**config.mk**
```make
export PLATFORM = sky130hd
export DESIGN_NAME = vend_payout
export DESIGN_NICKNAME = d
export VERILOG_FILES = /design/src/rtl/vend_payout.sv
export SDC_FILE = /design/constraint.sdc
export NUM_CORES = 1
export LEC_CHECK = 0
export BUFFER_PORTS_ARGS = -buffer_cell sky130_fd_sc_hd__clkbuf_2
export CAP_MARGIN = 20
export CORE_MARGIN = 2
export CORE_UTILIZATION = 30
export CTS_BUF_LIST = sky130_fd_sc_hd__clkbuf_4 sky130_fd_sc_hd__clkbuf_8
export DETAILED_ROUTE_END_ITERATION = 16
export HOLD_SLACK_MARGIN = 0.15
export SYNTH_ARGS = -nofsm -noshare
export SYNTH_HDL_FRONTEND = slang
export SYNTH_SLANG_ARGS = --single-unit
```
**constraint.sdc**
```tcl
create_clock -name clk -period 6.1 [get_ports clk]
set_input_delay 1.22 -clock clk [delete_from_list [all_inputs] [get_ports clk]]
set_output_delay 1.22 -clock clk [all_outputs]
set_load 0.02 [all_outputs]
```
**src/rtl/vend_payout.sv**
```systemverilog
// ---------------------------------------------------------------------------
// vend_payout
// Payout executor behind the vending controller. It accepts a one-cycle
// change/sell result and delivers it. First it drives the goods motor until
// the drop sensor fires. Then it pays change one coin at a time through the
// 5-yuan and 1-yuan hoppers, using the largest coin first. It keeps a fixed
// idle gap between coins and enters a sticky fault state on any sensor timeout.
//
// Ports
//   clk, rst           clock, asynchronous active-high reset
//   change[3:0]        change to pay (yuan); nonzero = command
//   sell[3:0]          goods code 1..3; nonzero = command
//   coin_ack           hopper exit sensor, one pulse per coin
//   motor_done         goods drop sensor
//   clr_err            clears err/overrun, leaves the fault state
//   coin5_out          5-yuan hopper request, held until coin_ack
//   coin1_out          1-yuan hopper request, held until coin_ack
//   motor_en           goods motor drive, held until motor_done
//   motor_sel[1:0]     goods slot being driven
//   busy               command in progress (or fault pending)
//   paid[3:0]          yuan paid out for the current command
//   err                sticky timeout fault
//   overrun            sticky: a command was dropped while not idle
// ---------------------------------------------------------------------------
module vend_payout #(
   parameter int unsigned COIN_TMO  = 255,
   parameter int unsigned MOTOR_TMO = 1023,
   parameter int unsigned GAP_CYC   = 2
) (
   input  logic       clk,
   input  logic       rst,
   input  logic [3:0] change,
   input  logic [3:0] sell,
   input  logic       coin_ack,
   input  logic       motor_done,
   input  logic       clr_err,
   output logic       coin5_out,
   output logic       coin1_out,
   output logic       motor_en,
   output logic [1:0] motor_sel,
   output logic       busy,
   output logic [3:0] paid,
   output logic       err,
   output logic       overrun
);

   localparam int unsigned MAX_TMO = (COIN_TMO > MOTOR_TMO) ? COIN_TMO : MOTOR_TMO;
   localparam int unsigned CNT_W   = (MAX_TMO < 2) ? 1 : $clog2(MAX_TMO + 1);
   // A zero gap would underflow the terminal count; treat it as one cycle.
   localparam int unsigned GAP_N   = (GAP_CYC == 0) ? 1 : GAP_CYC;

   localparam logic [CNT_W-1:0] COIN_LAST  = CNT_W'(COIN_TMO - 1);
   localparam logic [CNT_W-1:0] MOTOR_LAST = CNT_W'(MOTOR_TMO - 1);
   localparam logic [CNT_W-1:0] GAP_LAST   = CNT_W'(GAP_N - 1);

   typedef enum logic [2:0] {
      S_IDLE = 3'd0,
      S_VEND = 3'd1,
      S_PAY  = 3'd2,
      S_GAP  = 3'd3,
      S_ERR  = 3'd4
   } state_t;

   state_t           state;
   logic [CNT_W-1:0] cnt;
   logic [3:0]       rem;

   logic       is_cmd;
   logic       is_vend;
   logic [3:0] denom;

   assign is_cmd  = (change != 4'd0) || (sell != 4'd0);
   // Only goods codes 1..3 ever reach the motor.
   assign is_vend = (sell[3:2] == 2'b00) && (sell[1:0] != 2'b00);
   // The coin being paid is the one whose request line is currently held.
   assign denom   = coin5_out ? 4'd5 : 4'd1;

   // Payout sequencer; every output is a register updated here.
   always_ff @(posedge clk or posedge rst) begin
      if (rst) begin
         state     <= S_IDLE;
         cnt       <= '0;
         rem       <= 4'd0;
         coin5_out <= 1'b0;
         coin1_out <= 1'b0;
         motor_en  <= 1'b0;
         motor_sel <= 2'd0;
         busy      <= 1'b0;
         paid      <= 4'd0;
         err       <= 1'b0;
         overrun   <= 1'b0;
      end else begin
         // A dropped command in the same cycle as clr_err still flags overrun.
         if (clr_err) overrun <= 1'b0;
         if (is_cmd && (state != S_IDLE)) overrun <= 1'b1;

         case (state)
            S_IDLE: begin
               if (is_cmd) begin
                  rem  <= change;
                  paid <= 4'd0;
                  cnt  <= '0;
                  if (is_vend) begin
                     motor_en  <= 1'b1;
                     motor_sel <= sell[1:0];
                     busy      <= 1'b1;
                     state     <= S_VEND;
                  end else if (change != 4'd0) begin
                     coin5_out <= (change >= 4'd5);
                     coin1_out <= (change <  4'd5);
                     busy      <= 1'b1;
                     state     <= S_PAY;
                  end
               end
            end

            S_VEND: begin
               if (motor_done) begin
                  motor_en <= 1'b0;
                  cnt      <= '0;
                  if (rem != 4'd0) begin
                     coin5_out <= (rem >= 4'd5);
                     coin1_out <= (rem <  4'd5);
                     state     <= S_PAY;
                  end else begin
                     busy  <= 1'b0;
                     state <= S_IDLE;
                  end
               end else if (cnt == MOTOR_LAST) begin
                  motor_en <= 1'b0;
                  err      <= 1'b1;
                  cnt      <= '0;
                  state    <= S_ERR;
               end else begin
                  cnt <= cnt + CNT_W'(1);
               end
            end

            // An ack in the timeout cycle is honoured because it is tested first.
            S_PAY: begin
               if (coin_ack) begin
                  coin5_out <= 1'b0;
                  coin1_out <= 1'b0;
                  rem       <= rem - denom;
                  paid      <= paid + denom;
                  cnt       <= '0;
                  state     <= S_GAP;
               end else if (cnt == COIN_LAST) begin
                  coin5_out <= 1'b0;
                  coin1_out <= 1'b0;
                  err       <= 1'b1;
                  cnt       <= '0;
                  state     <= S_ERR;
               end else begin
                  cnt <= cnt + CNT_W'(1);
               end
            end

            S_GAP: begin
               if (cnt == GAP_LAST) begin
                  cnt <= '0;
                  if (rem != 4'd0) begin
                     coin5_out <= (rem >= 4'd5);
                     coin1_out <= (rem <  4'd5);
                     state     <= S_PAY;
                  end else begin
                     busy  <= 1'b0;
                     state <= S_IDLE;
                  end
               end else begin
                  cnt <= cnt + CNT_W'(1);
               end
            end

            // rem/paid are left frozen for diagnosis; clearing abandons the payout.
            S_ERR: begin
               if (clr_err) begin
                  err   <= 1'b0;
                  busy  <= 1'b0;
                  cnt   <= '0;
                  state <= S_IDLE;
               end
            end

            default: begin
               state <= S_IDLE;
            end
         endcase
      end
   end

endmodule

```
# --- After elaboration in Yosys (flattened, before gate mapping) ---
# Index checks and enable logic that the tools add are counted.
# W data, S select, Z words.
op_classes:
  n_addsub: 3
  reduce_logical: 25
  order_cmp: 4
  eq_ne: 22
  muxes: 61
ops:
  columns: ["operator", "count"]
  rows:
  - ["$mux W10", 7]
  - ["$pmux W10 S5", 1]
  - ["$mux W1", 30]
  - ["$mux W3", 10]
  - ["$ne A2 B2 Y1 const B", 12]
  - ["$reduce_bool A4 Y1", 5]
  - ["$reduce_and A6 Y1", 3]
  - ["$mux W4", 4]
  - ["$pmux W4 S2", 2]
  - ["$pmux W3 S5", 1]
  - ["$pmux W1 S4", 3]
  - ["$add A10 B1 Y10 const B", 1]
  - ["$eq A10 B1 Y1 const B", 1]
  - ["$eq A10 B10 Y1 const B", 1]
  - ["$eq A10 B8 Y1 const B", 1]
  - ["$ne A3 B3 Y1 const B", 3]
  - ["$reduce_and A3 Y1", 3]
  - ["$ge A4 B3 Y1 const B", 2]
  - ["$lt A4 B3 Y1 const B", 2]
  - ["$reduce_bool A2 Y1", 4]
  - ["$reduce_and A7 Y1", 1]
  - ["$eq A3 B2 Y1 const B", 2]
  - ["$reduce_bool A3 Y1", 2]
  - ["$reduce_bool A5 Y1", 1]
  - ["12 further kinds", 13]
word_totals:
  out_inout_bits: 12
  word_cells: 126
  input_bits: 13
  ff_bits: 29

# --- Longest topological paths before layout ---
# Gate-level depths: netlist of run 1.
depth:
  ltp_word: 5
  mapped_depth: 8
  depth_no_buf: 7

# --- Worst setup path after synthesis of run 1 ---
# No wires, ideal clock.
synth_timing:
  path_type: "input -> register"
  startpoint: "in change[1]"
  endpoint: "reg rem[3]"
  slack_ns: 3.555
  setup_time_ns: 0.129
  arrival_time_ns: 2.416
  cell_stages: 5
  required_time_ns: 5.971
  path_buffers: 1
  path_cell_list: "nor4_1 nand3_1 o211ai_1 buf_2 o21ai_0"
synth_via:
  elab_chain_len: 4
synth_rtl:
  columns: ["item", "line_no", "source"]
  rows:
  - ["start: declaration", "32", "input logic [3:0] change,"]
  - ["$reduce_bool A4 Y1", "72", "assign is_cmd = (change != 4'd0) || (sell != 4'd0);"]
  - ["$logic_or A1 B1 Y1", "72", null]
  - ["$ne A2 B2 Y1 (no line)", null, null]
  - ["$reduce_and A3 Y1 (no line)", null, null]
  - ["end signal: assignment", "100", "rem <= change;"]
  - ["end signal: assignment", "144", "rem <= rem - denom;"]
  - ["end: declaration", "66", "logic [3:0] rem;"]
# No other way between the ends.
# A chain may end at the register's enable or synchronous reset.

# --- Worst setup path after layout of run 1 ---
# Same ends and word-level chain as after synthesis.

==> results of run 1 <==
==> cell usage in the layout (no fill, tap or decap), drive strengths merged, types with 3 or more instances in the layout <==
cell type and count:
nor4 3, o211ai 3, o21ai 16, ha 8, clkbuf 31, nor3 8, or2 4, nor2 21
nand3 13, mux2 5, and3 4, inv 13, dfrtp 29, a211o 3, a21o 6, o22ai 3
a31oi 3, nor3b 3, a21oi 9, nand2 19
==> synthesized netlist by cell type (2+ instances only) <==
library cell and number:
a211o_1 3, a21o_1 6, a21oi_1 9, a31oi_1 3, and3_2 3, buf_2 3
clkbuf_1 2, dfrtp_1 29, ha_1 8, inv_1 13, mux2_2 5, nand2_1 19
nand2b_1 2, nand3_1 12, nand4_1 2, nor2_1 21, nor2b_1 2, nor3_1 8
nor3b_1 3, nor4_1 3, o211ai_1 3, o21ai_0 16, o22ai_1 3, o2bb2ai_1 2
or2_2 4, or2b_2 2
==> where the power goes <==
group	internal (mW)	total [mW]	switching, mW
sequential	0.260	0.345	0.0849
clock	0.137	0.212	0.0748
combinational	0.200	0.504	0.303
total	0.598	1.06	0.463
==> critical path, cell delays in order <==
cell	delay, ns
clkbuf_2	0.10
nor4_1	0.69
nand3_1	0.21
o211ai_1	0.74
o21ai_0	0.19
o21ai_0	0.10
==> stage by stage <==
step	cells	cell area, sq um	worst slack, ns
final	311	2158	3.047
after global routing	311	2158	2.761
after CTS	311	2158	3.053
after detailed placement	303	2038	2.724
after global placement	303	2038	2.828
after floorplan	209	1851	3.555
==> flip-flops by register name (all words and copies together) (netlist names) <==
signal	count
err	1
motor_sel	2
motor_en	1
rem	4
overrun	1
coin1_out	1
state	3
coin5_out	1
busy	1
cnt	10
paid	4
==> path summary, 6_finish.rpt <==
| kind | from | depth (start not counted) | endpoint | slack (ns) |
|---|---|---|---|---|
| setup / recovery | change[1] | 6 | rem[3] | 3.05 |
| max in group asynchronous | rst | 3 | cnt[3] | 4.83 |
| setup reg to reg | cnt[1] | 7 | cnt[3] | 3.79 |
| min in group asynchronous | rst | 3 | rem[2] | 0.98 |
| hold reg to reg | motor_sel[0] | 1 | motor_sel[0] | 0.51 |
| hold / removal | motor_sel[0] | 1 | motor_sel[0] | 0.51 |
==> cells by family (layout without fill, tap and decap cells) <==
family                   after synthesis  in the layout  synth area share, %
flip-flops                            29             29                39.22
AND/OR/NAND/NOR                       88             88                25.09
AO/OA/AOI/OAI                         57             57                21.30
multiplexers                           6              6                3.583
XOR/XNOR                               2              2               0.9468
adder cells (fa/ha/maj)                8              8                5.409
buffers and inverters                 19             46                4.463
==> layout make-up <==
type                       instances  area [sq um]
tap                               75         93.84
fill                             622          3797
sequential                        29         725.7
clock buffer                       7         90.09
timing repair buffer              25         127.6
inverter                          13         48.80
multi-input combinational        161          1042
clock inverter                     1         30.03
==> metal layers <==
metal / track usage (%) / up-vias / part of all wire, %
li1: - / 814 / -
met1: 18.44 / 770 / 49
met2: 22.34 / 31 / 46
met3: 3.370 / 2 / 4.2
met4: 3.607 / 0 / 0.26
met5: 0 / - / 0
==> reports/qor.yml, run 1 <==
worst_setup_path:
  endpoint_kind: "flip-flop"
  arrival_ns: 3.26
  start_kind: "input pin"
  required_ns: 6.30
  cp_max_fo: 13
  critical_path_class: "input pin to flip-flop"
timing:
  hold_violations: 0
  relSlewSlack_pct: 43.49
  fmax_ghz: 0.3276
  rsz0062_at_grt: "no"
  whs_ns: 0.5072
  finalSetupViolations: 0
  fin_crit_ns: 3.053
  tightest_slew_ns: 0.8439
  slew_viol_final: 0
  fin_setup_tns_ns: 0
  skew_ns: 0.008398
  layout_worst_path_cycle_share_pct: 50.04
clock_network:
  htree_levels: 2
  root_buffer: "clkbuf_8"
  cts_resized: 0
  holdBufCountCts: 0
  clk_latency_ns: 0.28
  cts.path.max_buffers: 2
  path_clk_slew_ns: 0.07
  cts_sinks: 29
  cts_setup_buffers: 0
  cts_tree: "built"
  cts_buffers: 5
cells_and_area:
  fin_util_pct: 36.24
  area_growth_pct: 16.63
  final_nets: 256
  final_layout_size_suffix_gt1_share_pct: 21.61
  num_antenna_cells: 0
die:
  dieArea_sq_um: 6813
  rows: 28
  die_w_um: 82.54
  core_sq_um: 5956
  initial_core_util_pct: 31.07
  fp.dieH_um: 82.54
  io_pins: 25
logic_synthesis:
  ys.flop_type: "dfrtp_1"
  synth_cells: 209
  synth_fp_nets: 230
  synth_area_sq_um: 1851
  synth-seq-cells: 29
  synth_top_cell_by_area: "dfrtp_1"
  synth-seq-area-share_pct: 39.22
  synth_top_area_share_pct: 39.22
  synth_area_leaders: "dfrtp_1, ha_1, o21ai_0"
  synthArstFlopShare_pct: 100.0
  synth.avg_cell_area_sq_um: 8.854
  yosysWarnings: 0
  synth-edff-count: 0
  yosysUniqueCellTypes: 49
detailed_routing:
  drt-initial-drc-count: 115
  vias_per_cell: 5.199
  drt-pass1-iter-count: 4
  via_count: 1617
  wl_per_cell_um: 13.69
  drtAntennaViolNets: 0
  drt-total-wl_um: 4257
  drcViolationCount: 0
global_route:
  antenna_found_initial: 0
  grt.overflow.total: 0
  grtUsageTotal_pct: 13.81
  grt_pass1_vias: 1560
  grt_pass1_wl_um: 7217
  grt_max_degree: 30
placed_design:
  dp_hpwl_um: 3162
  routabilityCongestion: 0.7627
  port_buffers: 24
power:
  total_power_mw: 1.061
  powerDensity_nw_per_um2: 491.6
  power_leakage_nw: 1.013
  peakVddDrop_mv: 0.2050
run_status:
  status: "finished clean"
run:
  maxCapViolCount: 0
worst_hold_path:
  hold_path.class: "flip-flop to flip-flop"
Note: power is estimated with default switching activity, not from simulation.
==> inputs of run 2 (changes only) <==
==> constraint.sdc (replaced) <==
create_clock -name clk -period 2.5 [get_ports clk]
set_input_delay 0.5 -clock clk [delete_from_list [all_inputs] [get_ports clk]]
set_output_delay 0.5 -clock clk [all_outputs]
set_load 0.02 [all_outputs]
==> reports/qor.yml, run 2 (synthesized netlist as in run 1, its figures left out) <==
run_status:
  status: "finished clean"  # unchanged
clock_network:
  cts_resized: 0  # unchanged
  cts_sinks: 29  # unchanged
  cts_tree: "built"  # unchanged
  cts.path.max_buffers: 2  # unchanged
  cts_setup_buffers: 0  # unchanged
  path_clk_slew_ns: 0.06  # was 0.07 ns
  clk_latency_ns: 0.28  # about the same
  root_buffer: "clkbuf_8"  # unchanged
  holdBufCountCts: 0  # unchanged
  htree_levels: 2  # unchanged
  cts_buffers: 5  # unchanged
worst_setup_path:
  endpoint_kind: "flip-flop"  # unchanged
  critPathLaunch: "cnt[1]"  # was change[1]
  r2r_start: "cnt[1]"  # unchanged
  arrival_ns: 2.25  # was 3.26 ns
  required_ns: 2.66  # was 6.30 ns
  cp_max_fo: 11  # was 13
  critical_path_class: "flip-flop to flip-flop"  # was input pin to flip-flop
  start_kind: "flip-flop"  # was input pin
timing:
  layout_worst_path_cycle_share_pct: 83.39
  hold_violations: 0  # unchanged
  rsz0062_at_grt: "no"  # unchanged
  finalSetupViolations: 0  # unchanged
  whs_ns: 0.2693  # was 0.5072 ns
  skew_ns: 0.006752  # was 0.008398 ns
  fin_crit_ns: 2.085
  slew_viol_final: 0  # unchanged
  setup_slack_ns: 0.4153  # was 3.047 ns
  fin_setup_tns_ns: 0  # unchanged
  fmax_ghz: 0.4797
  tightest_slew_ns: 0.4441  # was 0.8439 ns
  relSlewSlack_pct: 70.16  # was 43.49%
detailed_routing:
  drt-pass1-iter-count: 4  # unchanged
  drcViolationCount: 0  # unchanged
  via_count: 1633  # was 1617
  drt-total-wl_um: 4308  # was 4257 um
  drtAntennaViolNets: 0  # unchanged
  drt-initial-drc-count: 53  # was 115
  wl_per_cell_um: 13.55  # was 13.69 um
  vias_per_cell: 5.135  # was 5.199
power:
  power_leakage_nw: 1.038  # was 1.013 nW
  powerDensity_nw_per_um2: 1170  # was 491.6 nW/um^2
  peakVddDrop_mv: 0.5654  # was 0.2050 mV
  total_power_mw: 2.560  # was 1.061 mW
cells_and_area:
  final_layout_size_suffix_gt1_share_pct: 23.87  # was 21.61%
  stdcell_count: 318  # was 311
  nFillCells: 603  # was 622
  final_common_cell: "dfrtp_1"  # unchanged
  largest_register_ffs: 10  # unchanged
  num_antenna_cells: 0  # unchanged
  final_nets: 264  # was 256
  fin_util_pct: 36.74  # was 36.24%
  final_cell_mix: "dfrtp_1, clkbuf_2, nor2_1"  # unchanged
  top_regs: "cnt: 10 flops, paid: 4 flops, rem: 4 flops"  # unchanged
  multiInputGateArea_sq_um: 1042  # unchanged
  stdcell_area_sq_um: 2188  # was 2158 sq um
  regMostFlops: "cnt"  # unchanged
  final-seq-area_sq_um: 725.7  # unchanged
  area_growth_pct: 18.26  # was 16.63%
placed_design:
  port_buffers: 24  # unchanged
  dp_hpwl_um: 3202  # was 3162 um
  place_ws_ns: 0.4119  # was 2.724 ns
  dp.cells: 311  # was 303
  routabilityCongestion: 0.7944  # was 0.7627
  dpl_cell_area_sq_um: 2098  # was 2038 sq um
die:
  rows: 28  # unchanged
  core_sq_um: 5956  # unchanged
  initial_core_util_pct: 31.07  # unchanged
  dieArea_sq_um: 6813  # unchanged
  fp.dieH_um: 82.54  # unchanged
  io_pins: 25  # unchanged
  die_w_um: 82.54  # unchanged
global_route:
  antenna_found_initial: 0  # unchanged
  grt_pass1_wl_um: 7452  # was 7217 um
  grt.overflow.total: 0  # unchanged
  grtUsageTotal_pct: 14.47  # was 13.81%
  grt_max_degree: 30  # unchanged
  grt_pass1_vias: 1611  # was 1560
run:
  maxCapViolCount: 0  # unchanged
worst_hold_path:
  hold_path.class: "input pin to async pin"  # was flip-flop to flip-flop
==> run 2: metal layers <==
metal | share of wire, % | wire (um) | up-vias | track usage (%)
li1 | - | - | 831 | -
met1 | 46 | 1994 | 767 | 18.05
met2 | 48 | 2070 | 30 | 23.87
met3 | 4.4 | 190 | 5 | 4.239
met4 | 1.2 | 53 | 0 | 4.918
met5 | 0 | 0 | - | 0
==> run 2: layout make-up <==
class | count | area share, %
Multi-Input combinational cell | 161 | 47.63
Sequential cell | 29 | 33.16
Timing Repair Buffer | 33 | 8.576
Tap cell | 75 | 4.288
Clock buffer | 7 | 4.117
Inverter | 13 | 2.230
==> run 2: critical path: stages (launching register included) <==
cell	delay (ns)
dfrtp_1	0.41
inv_1	0.09
ha_1	0.13
nor4b_1	0.23
nand3_1	0.27
a221oi_4	0.29
buf_4	0.21
nor3_1	0.07
a211o_1	0.27
==> run 2: worst paths after layout <==
check,to,slack [ns],depth (start not counted)
max,cnt[4],0.42,8
min,state[0],0.27,3
max reg2reg,cnt[4],0.42,8
min reg2reg,paid[3],0.49,1
max in group asynchronous,motor_en,1.95,3
min in group clk,overrun,0.45,2
==> run 2: power breakdown <==
part	internal (mW)	total, mW	switching [mW]
sequential	0.636	0.799	0.164
combinational	0.559	1.36	0.798
clock	0.229	0.404	0.175
total	1.42	2.56	1.14
